==> config.mk <==
export PLATFORM = sky130hd
export DESIGN_NAME = tick_debouncer
export DESIGN_NICKNAME = d
export VERILOG_FILES = /design/src/rtl/tick_debouncer.sv
export SDC_FILE = /design/constraint.sdc
export NUM_CORES = 1
export LEC_CHECK = 0
export BUFFER_PORTS_ARGS = -buffer_cell sky130_fd_sc_hd__buf_4
export CORE_ASPECT_RATIO = 0.5
export CORE_MARGIN = 2
export CORE_UTILIZATION = 45
export DETAILED_ROUTE_END_ITERATION = 8
export PLACE_DENSITY = 0.71
export SLEW_MARGIN = 5
export SYNTH_ARGS = -nofsm -noshare
export SYNTH_HDL_FRONTEND = slang
export SYNTH_SLANG_ARGS = --single-unit
==> constraint.sdc <==
create_clock -name clock_in -period 1.2 [get_ports clock_in]
set_input_delay 0.18 -clock clock_in [delete_from_list [all_inputs] [get_ports clock_in]]
set_output_delay 0.18 -clock clock_in [all_outputs]
set_load 0.02 [all_outputs]
==> src/rtl/tick_debouncer.sv <==
// tick_debouncer: synchronizes raw buttons and accepts a new level after STABLE_TICKS agreeing tick samples
module tick_debouncer #(
    parameter int WIDTH        = 4,
    parameter int STABLE_TICKS = 4,
    parameter int CNT_W        = 3
) (
    input  logic             clock_in,
    input  logic             reset,
    input  logic             tick_in,
    input  logic [WIDTH-1:0] btn_in,
    output logic [WIDTH-1:0] btn_level,
    output logic [WIDTH-1:0] btn_press,
    output logic [WIDTH-1:0] btn_release
);
    localparam logic [CNT_W-1:0] LAST = CNT_W'(STABLE_TICKS - 1);
    logic [WIDTH-1:0] meta_q, sync_q, level_q, level_d, press_q, press_d, release_q, release_d, accept;
    logic [CNT_W-1:0] cnt_q [WIDTH];
    logic [CNT_W-1:0] cnt_d [WIDTH];
    // a differing tick sample advances the count; a bounce or acceptance restarts it
    always_comb begin
        accept = '0;
        cnt_d  = cnt_q;
        for (int i = 0; i < WIDTH; i++) begin
            accept[i] = tick_in && (sync_q[i] != level_q[i]) && (cnt_q[i] == LAST);
            cnt_d[i]  = !tick_in ? cnt_q[i] : (sync_q[i] == level_q[i] || accept[i]) ? '0 : cnt_q[i] + 1'b1;
        end
        level_d   = level_q ^ accept;
        press_d   = accept & sync_q;
        release_d = accept & ~sync_q;
    end
    // two-flop synchronizer, accepted levels, counters and registered pulses
    always_ff @(posedge clock_in) begin
        if (reset) begin
            meta_q    <= '0;
            sync_q    <= '0;
            level_q   <= '0;
            press_q   <= '0;
            release_q <= '0;
            for (int i = 0; i < WIDTH; i++) cnt_q[i] <= '0;
        end else begin
            meta_q    <= btn_in;
            sync_q    <= meta_q;
            level_q   <= level_d;
            press_q   <= press_d;
            release_q <= release_d;
            cnt_q     <= cnt_d;
        end
    end
    assign btn_level   = level_q;
    assign btn_press   = press_q;
    assign btn_release = release_q;
endmodule

==> results.toml, run 1 <==
[status]
status = "completed"

[global_routing]
use_met3 = 0.0529
grt_usage = 0.132
antenna_found_initial = 0
grt_pass1_vias = 691
grt-ovfl-total = 0
grt_pass1_wl_um = 3000
gr-usage-met2 = 0.211
met1_usage = 0.161
grt_max_degree = 13
grt.busiest_layer = "met2"

[pwr]
power.density_nw_per_um2 = 1280
p_leak_nw = 0.691
vdd_drop_max_mv = 0.809

[timing]
fmax_mhz = 841
fin_setup_tns_ns = 0
maxSlewHeadroom = 0.449
setup_viol = 0
fin_skew_ns = 0.00408
fin_crit_ns = 1.19
finalMaxSlewViolations = 0
finalCritPeriodShare = 0.991
worstMarginPinSlew_ns = 0.823
finalHoldViolations = 0

[clocking]
cts_tree = "done"
root_buffer = "clkbuf_8"
path_clk_slew_ns = 0.07
clk_latency_ns = 0.28
cts_buffers = 5
cts_max_path_buffers = 2
cts_max_level = 2
cts_sinks = 32

[cells_and_area]
final_cell_area_um2 = 1580
fin_util = 0.605
layout_commonest_cell = "dfxtp_1"
synthToLayoutAreaGrowth_pct = 27.0
antenna_cells = 0
fin_nets = 149
drive_gt1_frac = 0.370
final_cell_mix = "dfxtp_1 (28), buf_4 (25), nor2b_1 (12), a32o_1 (12), nor2_1 (9)"
final_cells = 172
nFillCells = 225

[yosys]
syn-mean-instance-area_um2 = 11.6
synthCells = 107
synth_top_area_share = 0.517
yosysUniqueCellTypes = 15
ys_seq_area_frac = 0.517
ys_ff_latch = 32
synthXorXnorAreaFrac = 0.0283
yosys.area_share.simple = 0.180
synth_top_family_by_area = "simple AND/OR/NAND/NOR gates"
synth_top_cell_by_area = "dfxtp_1"
syn_area_um2 = 1240
synth_mux_area_frac = 0
synth_area_leaders = "dfxtp_1 (52%), a32o_1 (9.7%), ha_1 (8.1%), and4b_1 (6.5%), nor2b_1 (6.1%)"
synthAdderAreaFrac = 0.0807
yosysWarnings = 0
synth-compound-area-share = 0.145
synth_fp_nets = 122

[floorplanning]
initial_core_util = 0.476
design.die.area_um2 = 3220
fp-row-count = 13
core_um2 = 2600
io_pins = 19
die_x_um = 78.2
fp.dieH_um = 41.1

[drt]
drtAntennaViolNets = 0
avgRoutedWirePerCell_um = 12.0
via_per_inst = 4.97
drt_pre_antenna_iters = 4
wl_um = 2070
drt-initial-drc-count = 52
vias = 855
drc = 0

[setup_path]
cp_max_fo = 3
cpPeakStageDelay_ns = 0.33
arrival_ns = 1.36
worstSetupEndpointType = "flop"
crit_required_ns = 1.37
critical_path.most_common_cell = "ha_2"
r2r_end = "cnt_q[11]"
rr_startpoint = "cnt_q[9]"
reg2regPathDepth = 4
startpoint_type = "flop"
crit_chain = "ha_2 -> ha_2 -> nor2_1 -> a32o_1"
worst_path_max_delay_cell = "dfxtp_2"
path_class = "flop to flop"
r2r_setup_slack_ns = 0.01

[placed_design]
placed_area_um2 = 1410
port_buffers = 18
gp_congestion = 0.709
dp_hpwl_um = 1350
dp_cells = 161

[worst_hold_path]
hold_path.class = "input port to flop"
hp-start = "btn_in[0]"
hold_depth = 2
whs_endpoint = "meta_q[0]"

[job]
maxCapViolCount = 0
## power by group
| group | switching (mW) | internal [mW] |
|---|---|---|
| combinational | 0.0428 | 0.0432 |
| clock | 0.383 | 0.457 |
| sequential | 0.00995 | 1.08 |
## worst max-delay path, delay by kind of cell (launching register included)
family,cells,cell delay (ns)
fa+ha+maj,2,0.48
flops,1,0.33
compound gates,1,0.24
simple gates,1,0.03
## registers in the layout (all words and copies together), names as in the netlist
register     flops
cnt_q           12
btn_release      4
btn_level        4
sync_q           4
btn_press        4
meta_q           4
## synth_stat cells, drive strengths merged
master / number
inv: 4
xor2: 4
and4b: 8
a21bo: 4
nor2b: 13
a32o: 12
nor2: 9
dfxtp: 32
a21oi: 4
ha: 8
nand3: 4
buf: 5
## logic make-up (layout without fill, tap and decap cells)
| logic type | count (synthesis) | after routing |
|---|---|---|
| AND/OR/NAND/NOR | 34 | 34 |
| flip-flops | 32 | 32 |
| AO/OA/AOI/OAI | 20 | 20 |
| buffers and inverters | 9 | 37 |
| adder cells (fa/ha/maj) | 8 | 8 |
| XOR/XNOR | 4 | 4 |
## worst max path at each step
stage,start,depth (start not counted),to
after global routing,cnt_q[9],4,cnt_q[11]
after CTS,cnt_q[9],4,btn_level[0]
after global placement,tick_in,3,cnt_q[2]
after detailed placement,tick_in,3,cnt_q[1]
final,cnt_q[9],4,cnt_q[11]
after floorplan,cnt_q[0],4,cnt_q[2]
## per-layer routing
| layer | wire length [µm] | vias up |
|---|---|---|
| met3 | 113 | 2 |
| met4 | 15 | 0 |
| met1 | 1040 | 393 |
| li1 | - | 439 |
| met5 | 0 | - |
| met2 | 900 | 21 |
## final cells by class
type                       count  area, µm²  area share
clock buffer                   6       82.6      0.0524
clock inverter                 2       10.0     0.00635
inverter                       4       15.0     0.00953
multi-input combinational     66        588       0.373
sequential                    32        646       0.410
tap                           37       46.3      0.0294
timing repair buffer          25        188       0.119
## what timing repair did
item                                    CTS  global route
endpoints found under the hold margin     0             0
hold buffers                              0             0
endpoints found under the setup margin   12            12
pin swaps                                 0             1
setup buffers                             3             0
gates resized for setup                   9             6
gates cloned                              0             0
## stage by stage
stage               hold slack [ns]  setup slack (ns)  power (mW)
global placement              0.389          -0.00858        1.19
global route                  0.119          -0.00323        2.08
finish                        0.115            0.0112        2.01
CTS                           0.111          -0.00289        2.02
detailed placement            0.401           -0.0412        1.19
floorplan                     0.252            0.0616        1.17
No activity file was read; power rests on OpenSTA's default activity.
==> inputs of run 2 (changes only) <==
BUFFER_PORTS_ARGS = -buffer_cell sky130_fd_sc_hd__buf_2   (was -buffer_cell sky130_fd_sc_hd__buf_4)
PLACE_DENSITY = 0.69   (was 0.71)
clock period = 1.5 ns   (was 1.2 ns; I/O delays follow)
==> results.toml, run 2 (synthesis gave the netlist of run 1 again) <==
[status]
status = "completed"

[placed_design]
port_buffers = 18
dp_cells = 157
dp_hpwl_um = 1270
gp_congestion = 0.622
post-place-ws_ns = 0.153

[clocking]
cts_tree = "done"
holdBufCountCts = 0
cts_max_level = 2
postCtsSetupBuffers = 0
root_buffer = "clkbuf_8"
cts_sinks = 32
clk_latency_ns = 0.27
cts_resized = 0
cts_buffers = 5
path_clk_slew_ns = 0.06
cts_max_path_buffers = 2

[drt]
drt_pre_antenna_iters = 4
drc = 0
top_layer_used = "met4"
wl_um = 1830
drtAntennaViolNets = 0
drt-met1-wl_um = 904
wl_met2_um = 825
dr_wl_met3_um = 89
via_per_inst = 5.10
drt-initial-drc-count = 30
vias = 841
avgRoutedWirePerCell_um = 11.1

[cells_and_area]
final_cells = 165
fin_util = 0.546
fin_nets = 142
nFillCells = 252
top_register = "cnt_q"
synthToLayoutAreaGrowth_pct = 14.5
largest_reg_flops = 12
drive_gt1_frac = 0.227
antenna_cells = 0
final_cell_mix = "dfxtp_1 (32), buf_2 (18), nor2b_1 (12), a32o_1 (12), nor2_1 (9)"
layout_commonest_cell = "dfxtp_1"

[setup_path]
cp_top_family = "adder cells"
cpPeakStageDelay_ns = 0.35
worstSetupEndpointType = "flop"
arrival_ns = 1.40
critical_path.most_common_cell = "ha_1"
cp_max_fo = 7
path_class = "flop to flop"
cp_num_buf_inv = 0
crit_chain = "ha_1 -> ha_1 -> nor2_1 -> a32o_1"
crit_required_ns = 1.66
worst_path_max_delay_cell = "dfxtp_1"
startpoint_type = "flop"

[global_routing]
grt_max_degree = 21
antenna_found_initial = 0
grt_pass1_vias = 753
grt_usage = 0.139
grt_pass1_wl_um = 3180
grt-ovfl-total = 0

[timing]
fin_crit_ns = 1.23
maxSlewHeadroom = 0.465
finalMaxSlewViolations = 0
worstMarginPinSlew_ns = 0.800
finalHoldViolations = 0
finalCritPeriodShare = 0.821
setup_viol = 0
fmax_mhz = 812
rsz0062_at_grt = "false"
layout_setup_ws_ns = 0.268
fin_skew_ns = 0.00386
fin_setup_tns_ns = 0

[floorplanning]
die_x_um = 78.2
initial_core_util = 0.476
fp.dieH_um = 41.1
fp-row-count = 13
io_pins = 19
core_um2 = 2600
design.die.area_um2 = 3220

[pwr]
p_leak_nw = 0.655
power.density_nw_per_um2 = 1110
power.total_mw = 1.58
vdd_drop_max_mv = 0.825

[job]
maxCapViolCount = 0

[worst_hold_path]
hold_path.class = "input port to flop"
[run 2: changes by cell type in the layout (fill, tap and decap cells not counted)]
cell and change:
buf_2 +18, buf_4 -25, clkbuf_1 +2, clkinv_2 -2, dfxtp_1 +4, dfxtp_2 -4
ha_1 +8, ha_2 -5, ha_4 -3
[run 2: final timing paths]
kind | slack, ns | start | depth (start not counted) | end
hold / removal | 0.16 | btn_in[1] | 2 | meta_q[1]
hold reg to reg | 0.44 | meta_q[2] | 1 | sync_q[2]
setup / recovery | 0.27 | cnt_q[9] | 4 | cnt_q[11]
setup reg to reg | 0.27 | cnt_q[9] | 4 | cnt_q[11]
[run 2: final cells by class]
| cell class | count | area [µm²] | area share |
|---|---|---|---|
| flip-flops and latches | 32 | 641 | 0.451 |
| inverters | 4 | 15.0 | 0.0106 |
| multi-input cells | 66 | 538 | 0.379 |
| well taps | 37 | 46.3 | 0.0326 |
| clock buffers | 8 | 90.1 | 0.0634 |
| repair buffers | 18 | 90.1 | 0.0634 |
[run 2: worst register-to-register path: stages (launching register included)]
cell and delay (ns):
dfxtp_1 0.35, ha_1 0.16, ha_1 0.28, nor2_1 0.08
a32o_1 0.25
[run 2: per-stage QoR]
| stage | hold slack (ns) | instance area (µm²) |
|---|---|---|
| finish | 0.160 | 1420 |
| global route | 0.165 | 1420 |
| CTS | 0.153 | 1420 |
| detailed placement | 0.428 | 1330 |
| global placement | 0.416 | 1330 |
| floorplan | 0.297 | 1240 |
[run 2: where the power goes]
group / total, mW / internal [mW] / switching (mW)
Combinational: 0.0520 / 0.0210 / 0.0310
Sequential: 0.870 / 0.863 / 0.00736
Clock: 0.657 / 0.374 / 0.284
Total: 1.58 / 1.26 / 0.322
[run 2: routing by layer]
layer  vias up  track usage
met5         -            0
met4         0       0.0658
met2        14        0.254
li1        429            -
met3         2       0.0617
met1       396        0.147
